===== src/rtl/pselect_pkg.sv =====
// Shared definitions for the round-robin priority selectors: search direction
// codes, an index carrier type and the modular search-position helper.
package pselect_pkg;
  localparam int DIR_ASC   = 0;
  localparam int DIR_DESC  = 1;
  localparam int IDX_W_MAX = 8;

  typedef logic [IDX_W_MAX-1:0] idx_t;

  // Position 'off' steps away from 'base' in direction 'dir', wrapped into [0, n).
  // Valid for base and off both in [0, n).
  function automatic int rr_pos(int base, int off, int n, int dir);
    int p;
    p = (dir == DIR_ASC) ? base + off : base - off;
    if (p >= n)     p = p - n;
    else if (p < 0) p = p + n;
    return p;
  endfunction
endpackage


===== src/rtl/pselect_RS.sv =====
// Single-slot round-robin engine: one-hot grant to the first requester found
// starting at 'sel' and walking in direction DIR with wrap at N.
module pselect_RS
  import pselect_pkg::*;
#(
  parameter int N   = 8,
  parameter int DIR = DIR_ASC
) (
  input  logic [N-1:0]         req,
  input  logic [$clog2(N)-1:0] sel,
  output logic [N-1:0]         gnt
);
  localparam int IW = $clog2(N);

  logic [IW-1:0] pos;
  logic          found;

  always_comb begin
    gnt   = '0;
    found = 1'b0;
    pos   = '0;
    for (int j = 0; j < N; j++) begin
      pos = IW'(rr_pos(int'(sel), j, N, DIR));
      if (!found && req[pos]) begin
        gnt[pos] = 1'b1;
        found    = 1'b1;
      end
    end
  end
endmodule


===== src/rtl/pselect_rr.sv =====
// Multi-grant round-robin selector: up to W of N requesters per cycle, with an
// auto-advancing pointer. Define PSELECT_RR_STARVE_EN for age-based forced grants.
module pselect_rr
  import pselect_pkg::*;
#(
  parameter int N          = 8,
  parameter int W          = 2,
  parameter int DIR        = DIR_ASC,
  parameter int STARVE_MAX = 15
) (
  input  logic                   clock,
  input  logic                   reset,
  input  logic [N-1:0]           req,
  input  logic                   en,
  input  logic                   hold,
  output logic [W*N-1:0]         gnt,
  output logic [W-1:0]           gnt_valid,
  output logic [W*$clog2(N)-1:0] gnt_idx,
  output logic [N-1:0]           gnt_bus,
  output logic [$clog2(N)-1:0]   ptr
);
  localparam int IW = $clog2(N);

  logic [IW-1:0] ptr_q, ptr_d, last_idx;
  logic [N-1:0]  req_eff, slot0_req, starve_vec;

  assign req_eff = en ? req : '0;

`ifdef PSELECT_RR_STARVE_EN
  localparam int AW = $clog2(STARVE_MAX + 1);

  logic [N-1:0][AW-1:0] age_q, age_d;

  always_comb begin
    starve_vec = '0;
    for (int i = 0; i < N; i++)
      starve_vec[i] = req_eff[i] && (age_q[i] == AW'(STARVE_MAX));
  end

  always_comb begin
    age_d = age_q;
    for (int i = 0; i < N; i++) begin
      if (!req[i] || gnt_bus[i])                   age_d[i] = '0;
      else if (en && age_q[i] != AW'(STARVE_MAX))  age_d[i] = age_q[i] + 1'b1;
    end
  end

  always_ff @(posedge clock or negedge reset) begin
    if (!reset) age_q <= '0;
    else        age_q <= age_d;
  end
`else
  logic unused_starve;
  assign starve_vec    = '0;
  assign unused_starve = ^STARVE_MAX;
`endif

  // The first starved requester in search order is exactly what a slot engine
  // returns when fed only the starved mask, so slot 0 simply swaps its input.
  assign slot0_req = (|starve_vec) ? starve_vec : req_eff;

  for (genvar k = 0; k < W; k++) begin : g_slot
    logic [N-1:0] s_req, s_gnt, taken;
    if (k == 0) begin : g_first
      assign s_req = slot0_req;
      assign taken = s_gnt;
    end else begin : g_rest
      assign s_req = req_eff & ~g_slot[k-1].taken;
      assign taken = g_slot[k-1].taken | s_gnt;
    end
    pselect_RS #(.N(N), .DIR(DIR)) u_rs (
      .req (s_req),
      .sel (ptr_q),
      .gnt (s_gnt)
    );
    assign gnt[k*N +: N] = s_gnt;
    assign gnt_valid[k]  = |s_gnt;
  end

  always_comb begin
    gnt_bus = '0;
    gnt_idx = '0;
    for (int k = 0; k < W; k++) begin
      gnt_bus = gnt_bus | gnt[k*N +: N];
      for (int i = 0; i < N; i++)
        if (gnt[k*N + i]) gnt_idx[k*IW +: IW] = IW'(i);
    end
  end

  // Valid slots fill from 0 upward, so the last valid one holds the final winner.
  always_comb begin
    last_idx = '0;
    for (int k = 0; k < W; k++)
      if (gnt_valid[k]) last_idx = gnt_idx[k*IW +: IW];
    ptr_d = ptr_q;
    if (en && !hold && |gnt_valid)
      ptr_d = IW'(rr_pos(int'(last_idx), 1, N, DIR));
  end

  always_ff @(posedge clock or negedge reset) begin
    if (!reset) ptr_q <= '0;
    else        ptr_q <= ptr_d;
  end

  assign ptr = ptr_q;
endmodule

===== config.mk =====
export PLATFORM = sky130hd
export DESIGN_NAME = pselect_rr
export DESIGN_NICKNAME = d
export VERILOG_FILES = /design/src/rtl/pselect_pkg.sv /design/src/rtl/pselect_RS.sv /design/src/rtl/pselect_rr.sv
export SDC_FILE = /design/constraint.sdc
export NUM_CORES = 1
export LEC_CHECK = 0
export ABC_AREA = 1
export CAP_MARGIN = 20
export CORE_MARGIN = 1.5
export CORE_UTILIZATION = 28
export DETAILED_ROUTE_END_ITERATION = 6
export GPL_TIMING_DRIVEN = 0
export PLACE_DENSITY_LB_ADDON = 0.1
export SYNTH_ARGS = -nofsm -noshare
export SYNTH_HDL_FRONTEND = slang
export SYNTH_SLANG_ARGS = --single-unit

===== constraint.sdc =====
create_clock -name clock -period 5.2 [get_ports clock]
set_input_delay 0.78 -clock clock [delete_from_list [all_inputs] [get_ports clock]]
set_output_delay 0.78 -clock clock [all_outputs]
set_load 0.005 [all_outputs]

==> impl_metrics.py <==
metrics = {
    "run_status": {
        "violations": "setup timing",
        "status": "complete, but fails checks",
    },
    "synthesis": {
        "synthAdderAreaFrac": 0.0276,
        "synthTopCellsByArea": "nand3_1 (24%), nand2_1 (14%), nor2_1 (8.9%)",
        "post-synth-top-area-fraction": 0.240,
        "synthMuxAreaShare": 0,
        "synthXorXnorAreaFrac": 0,
        "synth_top_family_by_area": "simple AND/OR/NAND/NOR gates",
        "netlist_instances": 586,
        "synth.distinct_cells": 39,
        "async_reset_ff_frac": 1.00,
        "ys_warn_count": 0,
        "synth_simple_gate_area_frac": 0.785,
        "synth.yosys.seq_area_share": 0.0237,
        "synth_nets": 605,
        "synth-edff-count": 0,
        "synth-main-ff-cell": "dfrtp_1",
        "synth_top_area_cell": "nand3_1",
        "syn_area_um2": 3170,
        "synth-seq-cells": 3,
        "avgSynthCellArea_um2": 5.41,
        "synth-compound-area-share": 0.0292,
    },
    "routing": {
        "viasPerCell": 5.61,
        "vias": 4828,
        "drtAntennaViolNets": 0,
        "drt_iter0_drc": 387,
        "drc": 0,
        "wirelength_um": 16200,
        "wl_per_cell_um": 18.8,
        "dr.pass1.iters": 6,
    },
    "worst_setup_path": {
        "cp.arrival_ns": 4.57,
        "critPathKind": "flop to output port",
        "crit_top_cell": "buf_6",
        "slowest_stage": "dfrtp_1",
        "critPathMaxStageDelay_ns": 0.38,
        "critPathMaxFanout": 10,
        "cp-end-kind": "output port",
        "cp.required_ns": 4.42,
        "cp-start-kind": "flop",
    },
    "clocking": {
        "clk_latency_ns": 0.22,
        "h-tree-depth": 1,
        "holdBufCountCts": 0,
        "clock_path_buffers": 2,
        "tritoncts": "built",
        "root_buffer": "clkbuf_16",
        "numCtsBuffers": 3,
        "cts.reportedPaths.clkPinSlew_ns": 0.03,
        "cts.sinks": 3,
    },
    "place": {
        "gp_congestion": 0.932,
        "hpwl_um": 11500,
        "numPortBuffers": 45,
        "placed_area_um2": 3790,
        "place_ws_ns": -1.66,
    },
    "final_layout": {
        "num-nets-final": 741,
        "final_common_cell": "nand3_1",
        "design_area_um2": 5420,
        "antenna_cells": 0,
        "final_util": 0.496,
        "largest_reg_flops": 3,
        "area_delta_synth_final_pct": 71.1,
        "final_cell_mix": "nand3_1 (105), nand2_1 (88), buf_4 (73), nand3_2 (55), inv_1 (50)",
        "layout-drive-gt1-share": 0.481,
    },
    "sta": {
        "max_freq_mhz": 187,
        "setup_viol": 6,
        "fin_ws_ns": -0.155,
        "period_needed_ns": 5.35,
        "rsz0062_at_grt": "yes",
        "final_max_slew_viol_count": 0,
        "final.setup.tns_ns": -0.417,
        "finalClockSkew_ns": 0.000280,
        "tightest_slew_ns": 0.546,
        "finalCritPeriodShare": 1.03,
        "hold_violations": 0,
        "relSlewSlack": 0.633,
    },
    "die": {
        "dieArea_um2": 12000,
        "core-area_um2": 10900,
        "num_rows": 38,
        "io_pins": 47,
        "die_h_um": 109,
        "initial_core_util": 0.290,
        "die_x_um": 109,
    },
    "global_route": {
        "grt_use_total": 0.269,
        "grt_pass1_wl_um": 24700,
        "grt_overflow": 0,
        "grt_pass1_vias": 4633,
        "grt_max_degree": 13,
        "antenna_found_initial": 0,
    },
    "min_path": {
        "holdCritPathClass": "input port to asynchronous set/reset pin",
    },
    "job": {
        "cap_violations": 0,
    },
}
-- logic make-up (layout without fill, tap and decap cells) --
kind of cell | count (synthesis) | in the layout
and+or+nand+nor | 473 | 475
AOI/OAI and AO/OA | 14 | 14
DFF | 3 | 3
buffers and inverters | 89 | 222
adders and majority gates | 7 | 7
-- through the flow --
stage / hold slack (ns) / cells
floorplan: 0.484 / 586
global placement: 0.816 / 771
global route: 0.739 / 861
finish: 0.738 / 861
CTS: 0.738 / 848
detailed placement: 0.795 / 771
-- synth_stat cells, drive strengths merged (3+ instances only) --
library cell / n
inv: 67
or2: 4
nor3: 17
nor2: 91
nand3: 178
a21oi: 3
o21ai: 7
nand4: 30
nand3b: 6
ha: 7
clkbuf: 4
nand2: 146
buf: 18
dfrtp: 3
-- final timing paths --
kind                                     from            endpoint  slack [ns]  cells past startpoint
setup / recovery           ptr[0]$_DFFE_PN0P_        gnt_valid[1]       -0.15                     37
max in group asynchronous               reset  ptr[1]$_DFFE_PN0P_        4.31                      1
setup reg to reg           ptr[0]$_DFFE_PN0P_  ptr[2]$_DFFE_PN0P_       -0.07                     48
min in group clock         ptr[2]$_DFFE_PN0P_  ptr[2]$_DFFE_PN0P_        0.80                      3
hold reg to reg            ptr[2]$_DFFE_PN0P_  ptr[2]$_DFFE_PN0P_        0.80                      3
hold / removal                          reset  ptr[2]$_DFFE_PN0P_        0.74                      1
-- cell type report --
| type | count | area, um2 |
|---|---|---|
| sequential | 3 | 76.3 |
| buffer | 22 | 245 |
| timing repair buffer | 128 | 1070 |
| inverter | 67 | 277 |
| tap | 140 | 175 |
| fill | 1131 | 5510 |
| timing repair inverter | 1 | 8.76 |
| multi-input combinational | 496 | 3490 |
| clock buffer | 4 | 78.8 |
-- critical path, delay by kind of cell (launching register included) --
| kind | cells | cell delay [ns] |
|---|---|---|
| and+or+nand+nor | 21 | 1.99 |
| buffers and inverters | 15 | 1.72 |
| DFF | 1 | 0.38 |
| adders and majority gates | 1 | 0.24 |
-- layer usage --
layer	routed length, um	global-route usage	up-vias
li1	-	-	2253
met1	6620	0.356	2275
met2	7710	0.453	256
met3	1220	0.0261	44
met4	605	0.0955	0
met5	0	0	-
-- timing repair --
action	in CTS	in global routing
gates resized for setup	238	77
pin swaps	79	68
endpoints found under the setup margin	32	23
cloned	7	0
buffers inserted	66	13
Power is not shown: default switching activity piles up to over one toggle a cycle in this logic, so the estimate is an artifact.
==> variant, RTL diff (config.mk and constraints unchanged) <==
`N` is set to 8 in 2 places; all go to 16.
--- a/src/rtl/pselect_RS.sv
+++ b/src/rtl/pselect_RS.sv
@@ -4,5 +4,5 @@
   import pselect_pkg::*;
 #(
-  parameter int N   = 8,
+  parameter int N   = 16,
   parameter int DIR = DIR_ASC
 ) (
--- a/src/rtl/pselect_rr.sv
+++ b/src/rtl/pselect_rr.sv
@@ -4,5 +4,5 @@
   import pselect_pkg::*;
 #(
-  parameter int N          = 8,
+  parameter int N          = 16,
   parameter int W          = 2,
   parameter int DIR        = DIR_ASC,
Interface: changed (5 resized); port bits go from 47 to 82. No check against the original RTL was run, so the function may have changed too.
==> variant against the unedited design <==
The run still ends with setup timing left; worst setup slack worse by 2.4 ns; area after synthesis rose to 2.6 times the old value; sequential cell count is 1 higher; register-to-register slack worse by 2.3 ns; wire length rose to 4.0 times the old value; final area rose to 2.8 times the old value; via count increased to 3.0 times the old value; non-clock buffer count up 249; critical path type is now in2out.
Power is left out: the tool's default activity adds up to more than one toggle a clock period on the data nets, which glitch-free logic cannot reach.
==> variant: results (changes against the unedited design) <==
GRT
  • Pin count of the biggest net entering global routing: 15 (was 13)
  • GRT Util Overall: 0.413 (was 0.269)
  • Vias in the first global route: 13.2k (was 4633)
  • Initial antenna violation count: 0 (unchanged)
  • Global route overflow: 0 (unchanged)
  • First-pass GRT wire length: 91500 um (was 24700 um)

Synthesis
  • Top cells by area, synth: nand2_1 22%, nand3_1 20%, nor2_1 18% (was nand3_1 24%, nand2_1 14%, nor2_1 8.9%)
  • Post-synth ARST share: 1.00 (unchanged)
  • Unique masters post-synth: 52 (was 39)
  • Post-Syn Nets: 1791 (was 605)
  • Synth cell count leaders: 468 x nand2_1, 394 x nor2_1, 320 x nand3_1 (was 152 x nand3_1, 115 x nand2_1, 75 x nor2_1)
  • Top_reg_cell synth: dfrtp_1 (unchanged)
  • Post-synthesis sequential area ratio: 0.0123 (was 0.0237)

Layout
  • Total Nets Final: 2133 (was 741)
  • Fill count: 3006 (was 1131)
  • Max FFs per register: 4 (was 3)
  • N_diodes: 0 (unchanged)
  • Layout cell share with drive strength beyond 1: 0.415 (was 0.481)

Clocking
  • Num CTS Buffers: 3 (unchanged)
  • Clock Tree Root: clkbuf_16 (unchanged)
  • Skew-Pair Late Insertion Delay: 0.23 ns
  • Clock Tree Buf Depth: 2 (unchanged)
  • H-tree levels: 1 (unchanged)
  • Worst-path clk slew: 0.03 ns (about the same)

STA
  • Fin Setup TNS: -89.03 ns (was -0.417 ns)
  • Final Slew Violations: 0 (unchanged)
  • Worst-Margin Slew: 1.05 ns (was 0.546 ns)
  • Worst setup margin: -2.56 ns (was -0.155 ns)
  • # setup viols final: 47 (was 6)
  • Clk_skew: 0.00396 ns (was 0.000280 ns)

Placed design
  • Port Buf Inserts: 81 (was 45)
  • Final HPWL DP: 47900 um (was 11500 um)
  • Placer Congestion: 1.05 (was 0.932)

Routing
  • Initial DRC count: 1843 (was 387)
  • Drt pass-1 iters: 7 (was 6)
  • Vias per inst: 5.78 (was 5.61)
  • Routed WL per cell: 26.2 um (was 18.8 um)

Run status
  • Status: complete, but fails checks (unchanged)
  • Failing checks: setup timing (unchanged)

Critical path
  • Crit path arrival time: 6.98 ns (was 4.57 ns)
  • Slowest cell on the critical path: buf_4 (was dfrtp_1)
  • CP Max Fanout: 10 (unchanged)
  • Max incr delay on CP: 0.24 ns (was 0.38 ns)
  • Flop2flop setup slack: -2.39 ns (was -0.07 ns)

Hold path
  • Hold crit path type: in2async (unchanged)
-- variant: worst paths after layout --
path / endpoint / depth (start not counted) / startpoint
min in group clock: ptr[2]$_DFFE_PN0P_ / 3 / ptr[2]$_DFFE_PN0P_
worst max register to register: ptr[2]$_DFFE_PN0P_ / 58 / ptr[0]$_DFFE_PN0P_
worst min-delay path: ptr[0]$_DFFE_PN0P_ / 1 / reset
worst max-delay path: gnt_valid[1] / 47 / en
max in group asynchronous: ptr[2]$_DFFE_PN0P_ / 1 / reset
worst min register to register: ptr[2]$_DFFE_PN0P_ / 3 / ptr[2]$_DFFE_PN0P_
-- variant: logic make-up after synthesis --
logic type | Yosys count | share of synthesized area
buffers and inverters | 300 | 0.154
adder cells (fa/ha/maj) | 18 | 0.0276
XOR/XNOR | 2 | 0.00307
AO/OA/AOI/OAI | 97 | 0.0747
flip-flops | 4 | 0.0123
AND/OR/NAND/NOR | 1332 | 0.728
-- variant: area by class of cell --
| cell class | count | area, um2 | area share |
|---|---|---|---|
| Sequential cell | 4 | 104 | 0.00694 |
| Tap cell | 384 | 480 | 0.0321 |
| Clock buffer | 4 | 78.8 | 0.00527 |
| Timing Repair Buffer | 336 | 3360 | 0.224 |
| Multi-Input combinational cell | 1450 | 9200 | 0.615 |
| Buffer | 63 | 738 | 0.0493 |
| Inverter | 237 | 996 | 0.0666 |
-- variant: critical path, delay by kind of cell --
kind,cells,cell delay [ns]
buf+inv,13,1.82
simple gates,30,3.69
compound gates,4,0.67
-- variant: metal layers --
layer | share of wire | vias up | track usage
li1 | - | 6383 | -
met1 | 0.38 | 6680 | 0.520
met2 | 0.44 | 984 | 0.659
met3 | 0.095 | 270 | 0.0610
met4 | 0.086 | 0 | 0.263
met5 | 0 | - | 0
-- variant: through the flow --
step           instances  setup slack (ns)  hold WS (ns)  area, um2  utilization
3_3_place_gp        2218             -4.81         0.994       9690        0.338
6_report            2478             -2.56         0.759      15000        0.521
2_1_floorplan       1753             -1.13         0.484       8400            -
4_1_cts             2408             -2.36         0.764      13400        0.466
3_5_place_dp        2220             -4.63          1.00       9710        0.338
5_1_grt             2478             -2.81         0.770      15000        0.521
-- variant: what timing repair did --
item,CTS,global route
setup buffers,175,72
gates cloned,10,2
endpoints found under the setup margin,62,62
pin swaps,170,171
gates resized for setup,682,287
